<file path="src/rtl/mips_isa_pkg.sv">
// MIPS32 encoding constants, instruction classes and field positions shared
// by the fetch/decode pipeline and the ID stage.
package mips_isa_pkg;

  localparam logic [5:0] OP_RTYPE = 6'b000000;
  localparam logic [5:0] OP_J     = 6'b000010;
  localparam logic [5:0] OP_JAL   = 6'b000011;

  typedef enum logic [1:0] {
    ICLASS_R = 2'd0,
    ICLASS_I = 2'd1,
    ICLASS_J = 2'd2
  } iclass_t;

  localparam int OPCODE_LSB = 26;
  localparam int OPCODE_W   = 6;
  localparam int RS_LSB     = 21;
  localparam int RT_LSB     = 16;
  localparam int RD_LSB     = 11;
  localparam int SHAMT_LSB  = 6;
  localparam int REG_W      = 5;
  localparam int FUNCT_LSB  = 0;
  localparam int FUNCT_W    = 6;
  localparam int IMM_LSB    = 0;
  localparam int IMM_W      = 16;
  localparam int ADDR_LSB   = 0;
  localparam int ADDR_W     = 26;

  function automatic logic [31:0] sext16(input logic [15:0] v);
    return {{16{v[15]}}, v};
  endfunction

endpackage

</file>
<file path="src/rtl/mips_field_decode.sv">
// Pure combinational split of a 32-bit MIPS instruction into all of its
// fields; every field is driven regardless of class so consumers never see stale bits.
module mips_field_decode
  import mips_isa_pkg::*;
(
  input  logic [31:0] instr,
  output logic [5:0]  opcode,
  output logic [4:0]  rs,
  output logic [4:0]  rt,
  output logic [4:0]  rd,
  output logic [4:0]  shamt,
  output logic [5:0]  funct,
  output logic [15:0] imm16,
  output logic [31:0] imm_sext,
  output logic [25:0] addr26,
  output logic [1:0]  iclass
);

  iclass_t cls;

  assign opcode   = instr[OPCODE_LSB +: OPCODE_W];
  assign rs       = instr[RS_LSB +: REG_W];
  assign rt       = instr[RT_LSB +: REG_W];
  assign rd       = instr[RD_LSB +: REG_W];
  assign shamt    = instr[SHAMT_LSB +: REG_W];
  assign funct    = instr[FUNCT_LSB +: FUNCT_W];
  assign imm16    = instr[IMM_LSB +: IMM_W];
  assign imm_sext = sext16(instr[IMM_LSB +: IMM_W]);
  assign addr26   = instr[ADDR_LSB +: ADDR_W];

  always_comb begin
    cls = ICLASS_I;
    if (opcode == OP_RTYPE) begin
      cls = ICLASS_R;
    end else if (opcode == OP_J || opcode == OP_JAL) begin
      cls = ICLASS_J;
    end
  end

  assign iclass = cls;

endmodule

</file>
<file path="src/rtl/if_id_skid_reg.sv">
// IF/ID pipeline register with valid/ready on both sides, a 2-entry skid
// buffer giving fetch a registered ready, synchronous flush, and field decode.
//
// state | meaning
// EMPTY | no entry held; out_instr = NOP_INSTR, out_pc = 0
// ONE   | main entry valid, skid empty, in_ready = 1
// FULL  | main and skid valid, in_ready = 0, input ignored
module if_id_skid_reg
  import mips_isa_pkg::*;
#(
  parameter int                   PC_W      = 9,
  parameter int                   INSTR_W   = 32,
  parameter logic [INSTR_W-1:0]   NOP_INSTR = 32'h0000_0000
) (
  input  logic               clk,
  input  logic               reset,
  input  logic               flush,
  input  logic               in_valid,
  output logic               in_ready,
  input  logic [INSTR_W-1:0] in_instr,
  input  logic [PC_W-1:0]    in_pc,
  output logic               out_valid,
  input  logic               out_ready,
  output logic [INSTR_W-1:0] out_instr,
  output logic [PC_W-1:0]    out_pc,
  output logic [5:0]         opcode,
  output logic [4:0]         rs,
  output logic [4:0]         rt,
  output logic [4:0]         rd,
  output logic [4:0]         shamt,
  output logic [5:0]         funct,
  output logic [15:0]        imm16,
  output logic [31:0]        imm_sext,
  output logic [25:0]        addr26,
  output logic [1:0]         iclass
);

  typedef enum logic [1:0] {
    ST_EMPTY = 2'b00,
    ST_ONE   = 2'b10,
    ST_FULL  = 2'b11
  } buf_state_t;

  buf_state_t state, state_n;

  logic [INSTR_W-1:0] main_instr, main_instr_n;
  logic [PC_W-1:0]    main_pc, main_pc_n;
  logic [INSTR_W-1:0] skid_instr, skid_instr_n;
  logic [PC_W-1:0]    skid_pc, skid_pc_n;

  logic main_valid;
  logic skid_valid;
  logic accept;
  logic pop;

  assign main_valid = (state != ST_EMPTY);
  assign skid_valid = (state == ST_FULL);
  assign in_ready   = !skid_valid;
  assign out_valid  = main_valid;
  assign out_instr  = main_instr;
  assign out_pc     = main_pc;

  assign accept = in_valid & in_ready;
  assign pop    = out_valid & out_ready;

  always_ff @(posedge clk) begin
    if (reset) begin
      state      <= ST_EMPTY;
      main_instr <= NOP_INSTR;
      main_pc    <= '0;
      skid_instr <= '0;
      skid_pc    <= '0;
    end else begin
      state      <= state_n;
      main_instr <= main_instr_n;
      main_pc    <= main_pc_n;
      skid_instr <= skid_instr_n;
      skid_pc    <= skid_pc_n;
    end
  end

  always_comb begin
    state_n      = state;
    main_instr_n = main_instr;
    main_pc_n    = main_pc;
    skid_instr_n = skid_instr;
    skid_pc_n    = skid_pc;

    if (flush) begin
      // same-cycle accept is dropped; a same-cycle pop is simply consumed
      state_n      = ST_EMPTY;
      main_instr_n = NOP_INSTR;
      main_pc_n    = '0;
      skid_instr_n = '0;
      skid_pc_n    = '0;
    end else begin
      unique case (state)
        ST_EMPTY: begin
          if (accept) begin
            state_n      = ST_ONE;
            main_instr_n = in_instr;
            main_pc_n    = in_pc;
          end
        end
        ST_ONE: begin
          if (accept && pop) begin
            main_instr_n = in_instr;
            main_pc_n    = in_pc;
          end else if (accept) begin
            state_n      = ST_FULL;
            skid_instr_n = in_instr;
            skid_pc_n    = in_pc;
          end else if (pop) begin
            state_n      = ST_EMPTY;
            main_instr_n = NOP_INSTR;
            main_pc_n    = '0;
          end
        end
        ST_FULL: begin
          if (pop) begin
            state_n      = ST_ONE;
            main_instr_n = skid_instr;
            main_pc_n    = skid_pc;
            skid_instr_n = '0;
            skid_pc_n    = '0;
          end
        end
        default: begin
          state_n      = ST_EMPTY;
          main_instr_n = NOP_INSTR;
          main_pc_n    = '0;
          skid_instr_n = '0;
          skid_pc_n    = '0;
        end
      endcase
    end
  end

  // Only 32-bit encodings are decoded; INSTR_W exists for interface symmetry.
  mips_field_decode u_decode (
    .instr    (out_instr[31:0]),
    .opcode   (opcode),
    .rs       (rs),
    .rt       (rt),
    .rd       (rd),
    .shamt    (shamt),
    .funct    (funct),
    .imm16    (imm16),
    .imm_sext (imm_sext),
    .addr26   (addr26),
    .iclass   (iclass)
  );

  a_skid_implies_main: assert property (@(posedge clk) disable iff (reset)
    skid_valid |-> main_valid);

  a_ready_is_not_skid: assert property (@(posedge clk) disable iff (reset)
    in_ready == !skid_valid);

  a_hold_when_stalled: assert property (@(posedge clk) disable iff (reset)
    (out_valid && !out_ready && !flush) |=>
      ($stable(out_instr) && $stable(out_pc) && out_valid));

endmodule
</file>
<file path="config.mk">
export PLATFORM = sky130hd
export DESIGN_NAME = if_id_skid_reg
export DESIGN_NICKNAME = d
export VERILOG_FILES = /design/src/rtl/mips_isa_pkg.sv /design/src/rtl/mips_field_decode.sv /design/src/rtl/if_id_skid_reg.sv
export SDC_FILE = /design/constraint.sdc
export NUM_CORES = 1
export LEC_CHECK = 0
export BUFFER_PORTS_ARGS = -buffer_cell sky130_fd_sc_hd__clkbuf_2
export CELL_PAD_IN_SITES_DETAIL_PLACEMENT = 1
export CELL_PAD_IN_SITES_GLOBAL_PLACEMENT = 1
export CORE_MARGIN = 5
export CORE_UTILIZATION = 36
export DETAILED_ROUTE_END_ITERATION = 8
export PLACE_DENSITY = 0.94
export SETUP_SLACK_MARGIN = 0.1
export SYNTH_ARGS = -nofsm -noshare
export SYNTH_HDL_FRONTEND = slang
export SYNTH_SLANG_ARGS = --single-unit
</file>
<file path="constraint.sdc">
create_clock -name clk -period 2.8 [get_ports clk]
set_input_delay 0.56 -clock clk [delete_from_list [all_inputs] [get_ports clk]]
set_output_delay 0.56 -clock clk [all_outputs]
set_load 0.005 [all_outputs]
</file>
; ---- Word-level counts from Yosys, hierarchy flattened
; Index checks and enable logic that the tools add are counted.
[word_totals]
elab_cells = 53
ff_bits = 84
[classes]
n_mux = 24
bitwise_logic = 3
eq_ne = 11
reduce_logical = 10
[ops]
columns = operator, n
row1 = 32-bit 2-to-1 mux, 6
row2 = 32-bit case mux with 3 select lines, 2
row3 = 9-bit 2-to-1 mux, 6
row4 = 9-bit case mux with 3 select lines, 2
row5 = 2-bit 2-to-1 mux, 7
row6 = 6-bit by 2-bit == test with 1-bit output (second input constant), 2
row7 = 4-bit AND reduction, 3
row8 = 3-bit inequality test (second input constant), 3
row9 = 6-bit logical NOT, 1
row10 = 2-bit inequality test (second input constant), 3
row11 = 2-bit case mux with 3 select lines, 1
row12 = 2-bit == test (second input constant), 2
row13 = 1-bit bitwise AND, 2
row14 = 2-bit logical NOT, 1
row15 = 2-bit by 1-bit inequality test with 1-bit output (second input constant), 1
row16 = 2-bit nonzero test, 1
row17 = 2-bit OR reduction, 1
row18 = 1-bit logical AND, 1
row19 = 1-bit logical NOT, 1
row20 = 1-bit logical OR, 1
row21 = 1-bit NOT, 1

; ---- Depth between registers and ports, before layout
[logic_depth]
word_depth = 6
depth_mapped = 8

; ---- Cells and area by module
; From an unflattened synthesis, not the netlist that was laid out.
[hier_totals]
cells_unflattened = 510
area_unflattened_um2 = 4200.3
[by_module_without_submodules]
columns = module, cells_per_inst, seq_area_each_um2, area_per_inst_um2, instances
row1 = if_id_skid_reg, 400, 1681.6, 3377.0, 1
row2 = mips_field_decode, 110, 0.0, 823.3, 1

; ---- Worst setup path before layout
; OpenSTA, ideal clock, no wires.
[synth_timing]
path_type = input to register
from = input port flush
to = register main_instr[0] (netlist: out_instr[0])
path_stages = 5
setup_time_ps = 67
arrival_time_ps = 1623
setup_slack_ps = 1110
path_cell_list = or2_2 buf_2 or3_4 buf_6 o21ai_2
[synth_between]
elab_chain_cells = 1
[synth_rtl]
columns = element, line
row1 = "start, declared", if_id_skid_reg.sv:17  ; input logic flush,
row2 = 2-bit OR reduction (no source line), n/a
row3 = "end signal, assigned", if_id_skid_reg.sv:75  ; main_instr <= main_instr_n;
row4 = "end, declared", if_id_skid_reg.sv:46  ; logic [INSTR_W-1:0] main_instr, main_instr_n;
; No other way between the ends.
; A chain may end at the register's enable or synchronous reset.

; ---- Final worst setup path
[layout_timing]
from = register state[0]
to = register main_instr[6] (netlist: out_instr[6])
[layout_between]
elab_chain_cells = 6
elab_cells_between_ends = 15
classes_between = eq/ne: 6 / mux: 2 / bitwise: 2 / reduce/logical: 5
[layout_rtl]
columns = element, line
row1 = "start, declared", if_id_skid_reg.sv:44  ; buf_state_t state, state_n;
row2 = "start signal, assigned", if_id_skid_reg.sv:74  ; state <= state_n;
row3 = 2-bit == test, "if_id_skid_reg.sv:57, if_id_skid_reg.sv:97"
row4 = 1-bit logical NOT, if_id_skid_reg.sv:58  ; assign in_ready = !skid_valid;
row5 = 1-bit bitwise AND, if_id_skid_reg.sv:63  ; assign accept = in_valid & in_ready;
row6 = 1-bit logical AND, if_id_skid_reg.sv:106  ; if (accept && pop) begin
row7 = 3-bit inequality test (no source line) / 32-bit 2-to-1 mux (equally long branches), n/a
row8 = 4-bit AND reduction (no source line) / 32-bit case mux with 3 select lines (equally long branches), n/a
; Several ways; a longest one is shown, not always the timed one.

==> results.cfg <==
[grt]
grt_antenna_before_repair = 0
grtUsageTotal_pct = 16.5
grt_pass1_vias = 3907
grt_max_degree = 44
grt_pass1_wl_mm = 19.6
gr-total-overflow = 0

[floorplan]
num_io_pins = 197
die_y_um = 119
chipWidth_um = 119
start_util_pct = 36.4
coreArea_um2 = 11900
dieArea_um2 = 14300
fp-row-count = 40

[final_layout]
layout.nets = 630
layout_commonest_cell = clkbuf_2
syn_to_final_growth_pct = 13.8
final_core_utilization_pct = 41.4
layout-drive-gt1-share_pct = 44.9
antenna-diode-count = 0
fin_cells = 731
final_cell_mix = clkbuf_2 (196), dfxtp_1 (84), nand3_1 (83), a21oi_1 (43)

[power_and_ir_drop]
seqPwrFrac_pct = 43.8
peakVddDrop_mv = 0.257
power_leakage_uw = 0.00220
finalPower_uw = 2870
p_clk_share_pct = 43.5
p_sw_share_pct = 25.6
p_sw_uw = 735
cellPowerDensity_nw_per_um2 = 584
intPower_uw = 2130
pwr-share-comb_pct = 12.7

[timing]
setup_violations = 0
fin_crit_ns = 2.30
skew_ns = 0.00774
rsz0062_at_grt = false
setup_tns_ns = 0
fmax_mhz = 435
hold_viol = 0
slew_violations = 0
maxSlewHeadroom_pct = 32.4
period_share_pct = 82.2
setup_slack_ns = 0.500
worst_slew_pin_slew_ns = 1.01

[critical_path]
reg2reg_to = out_instr[6]
path_delay_family = simple AND/OR/NAND/NOR gates
worstPathCellList = inv_1 -> ha_2 -> nand4b_1 -> nand2_2 -> a22oi_1 -> o21ai_2
r2r_cells = 6
worstPathArrival_ns = 2.56
startpoint_type = flop
crit_path_max_fanout = 41
rr_startpoint = state[0]
worst-r2r-setup-slack_ns = 0.50
critPathRequiredTime_ns = 3.05
crit_type = flop to flop
endpoint_kind = flop
slowest_stage = nand2_2
critical_path_buf_inv_count = 1
cpPeakStageDelay_ns = 0.70

[clock_tree]
h-tree-depth = 3
cts_resized = 0
numCtsBuffers = 9
cts-root-buf = clkbuf_16
postCtsSetupBuffers = 0
ctsHoldBuffers = 0
cts_buffer_depth = 2
cts_tree = done
worstSkewPairLatency_ns = 0.33
path_clk_slew_ns = 0.06
numClockSinks = 84

[route]
drt_iter0_markers = 209
wl_per_cell_um = 16.8
wirelength_mm = 12.3
vias = 3783
drc = 0
drt_first_pass_iters = 4
ant_nets = 0
via_per_inst = 5.18

[yosys]
syn_inst = 510
synth_area_per_cell_um2 = 8.46
synthesis.area_um2 = 4320
ys_ff_latch = 84
synth_fp_nets = 561
synth.distinct_cells = 30
seq_area_frac_synth_pct = 39.0
yosys_warnings = 0

[min_path]
worstHoldStart = skid_instr[20]
whs_path_depth = 2
min_path_type = flop to flop
whs_endpoint = skid_instr[20]

[outcome]
status = finished clean

[placement]
pre_cts_slack_ns = 0.508
post-dp-hpwl_mm = 8.62
port_buffers = 196
dp_cells = 715
gp_congestion = 0.717

[run]
maxCapViolCount = 0
==> registers in the layout, indices dropped and copies added, names as in the netlist <==
name	cells
out_instr	32
out_pc	9
skid_instr	32
skid_pc	9
state	2
==> power by group through the flow <==
stage	Combinational, uW	Sequential [uW]	Clock, uW
4_1_cts	371	1260	1280
3_3_place_gp	353	1280	0
6_report	365	1260	1250
2_1_floorplan	269	1280	0
5_1_grt	401	1260	1330
3_5_place_dp	371	1280	0
==> per-layer routing <==
metal  share of wire, %  global-route usage, %
met1                 40                   18.6
met2                 52                   30.4
met3                5.6                   4.37
met4                1.7                   5.01
met5                  0                      0
==> worst min-delay path: stages, from the launching register on <==
cell and delay, ns:
dfxtp_1 0.31, nand2_1 0.05, a21oi_1 0.05
==> layout make-up <==
type / count / area [um^2]
fillers: 1484 / 6950
flip-flops and latches: 84 / 1680
multi-input cells: 275 / 1670
repair buffers: 203 / 1030
clock buffers: 12 / 267
well taps: 147 / 184
clock inverters: 4 / 56.3
inverters: 6 / 22.5
==> cells in the mapped netlist <==
| cell | number | share of area (%) |
|---|---|---|
| or2_2 | 1 | 0.15 |
| dfxtp_1 | 84 | 39 |
| nor3b_2 | 1 | 0.29 |
| nand3_1 | 83 | 9.6 |
| inv_2 | 3 | 0.26 |
| clkbuf_1 | 27 | 2.3 |
| a221oi_2 | 1 | 0.35 |
| a221o_1 | 1 | 0.23 |
| ha_1 | 5 | 1.4 |
| nor4_1 | 1 | 0.15 |
| inv_1 | 3 | 0.26 |
| nand4b_1 | 1 | 0.20 |
| a21oi_1 | 44 | 5.1 |
| or3_4 | 1 | 0.26 |
| nor3_1 | 1 | 0.12 |
| a22oi_1 | 41 | 7.1 |
| and2_1 | 1 | 0.15 |
| a221oi_1 | 1 | 0.20 |
| nand2_1 | 42 | 3.7 |
| or4_1 | 1 | 0.17 |
| buf_4 | 107 | 19 |
| nor2_1 | 2 | 0.17 |
| o21ai_0 | 3 | 0.35 |
| a2111o_1 | 1 | 0.26 |
| o21bai_1 | 1 | 0.17 |
| nand2b_1 | 1 | 0.15 |
| o21ai_2 | 30 | 6.1 |
| buf_6 | 4 | 1.0 |
| buf_2 | 7 | 0.81 |
| o21ai_1 | 11 | 1.3 |
==> worst max-delay path by stage <==
stage / from / cells after the start / to / slack, ns
floorplan: flush / 5 / out_instr[0] / 1.11
global placement: state[0] / 6 / state[0] / 0.67
detailed placement: state[0] / 6 / out_instr[6] / 0.51
CTS: state[0] / 5 / out_pc[8] / 0.49
global route: state[0] / 6 / out_instr[18] / 0.32
finish: state[0] / 6 / out_instr[6] / 0.50
==> through the flow <==
stage / instance area [um^2] / hold slack, ns
floorplan: 4320 / 0.432
global placement: 4590 / 0.438
detailed placement: 4590 / 0.444
CTS: 4910 / 0.454
global route: 4910 / 0.473
finish: 4910 / 0.452
==> cells by family (layout without fill, tap and decap cells) <==
group,count (synthesis),in the layout,synth area share [%]
buffers and inverters,151,225,23.3
flip-flops,84,84,39.0
AND/OR/NAND/NOR,136,136,15.1
adder cells (fa/ha/maj),5,5,1.45
AO/OA/AOI/OAI,134,134,21.2
Note: power is estimated with default switching activity, not from simulation.
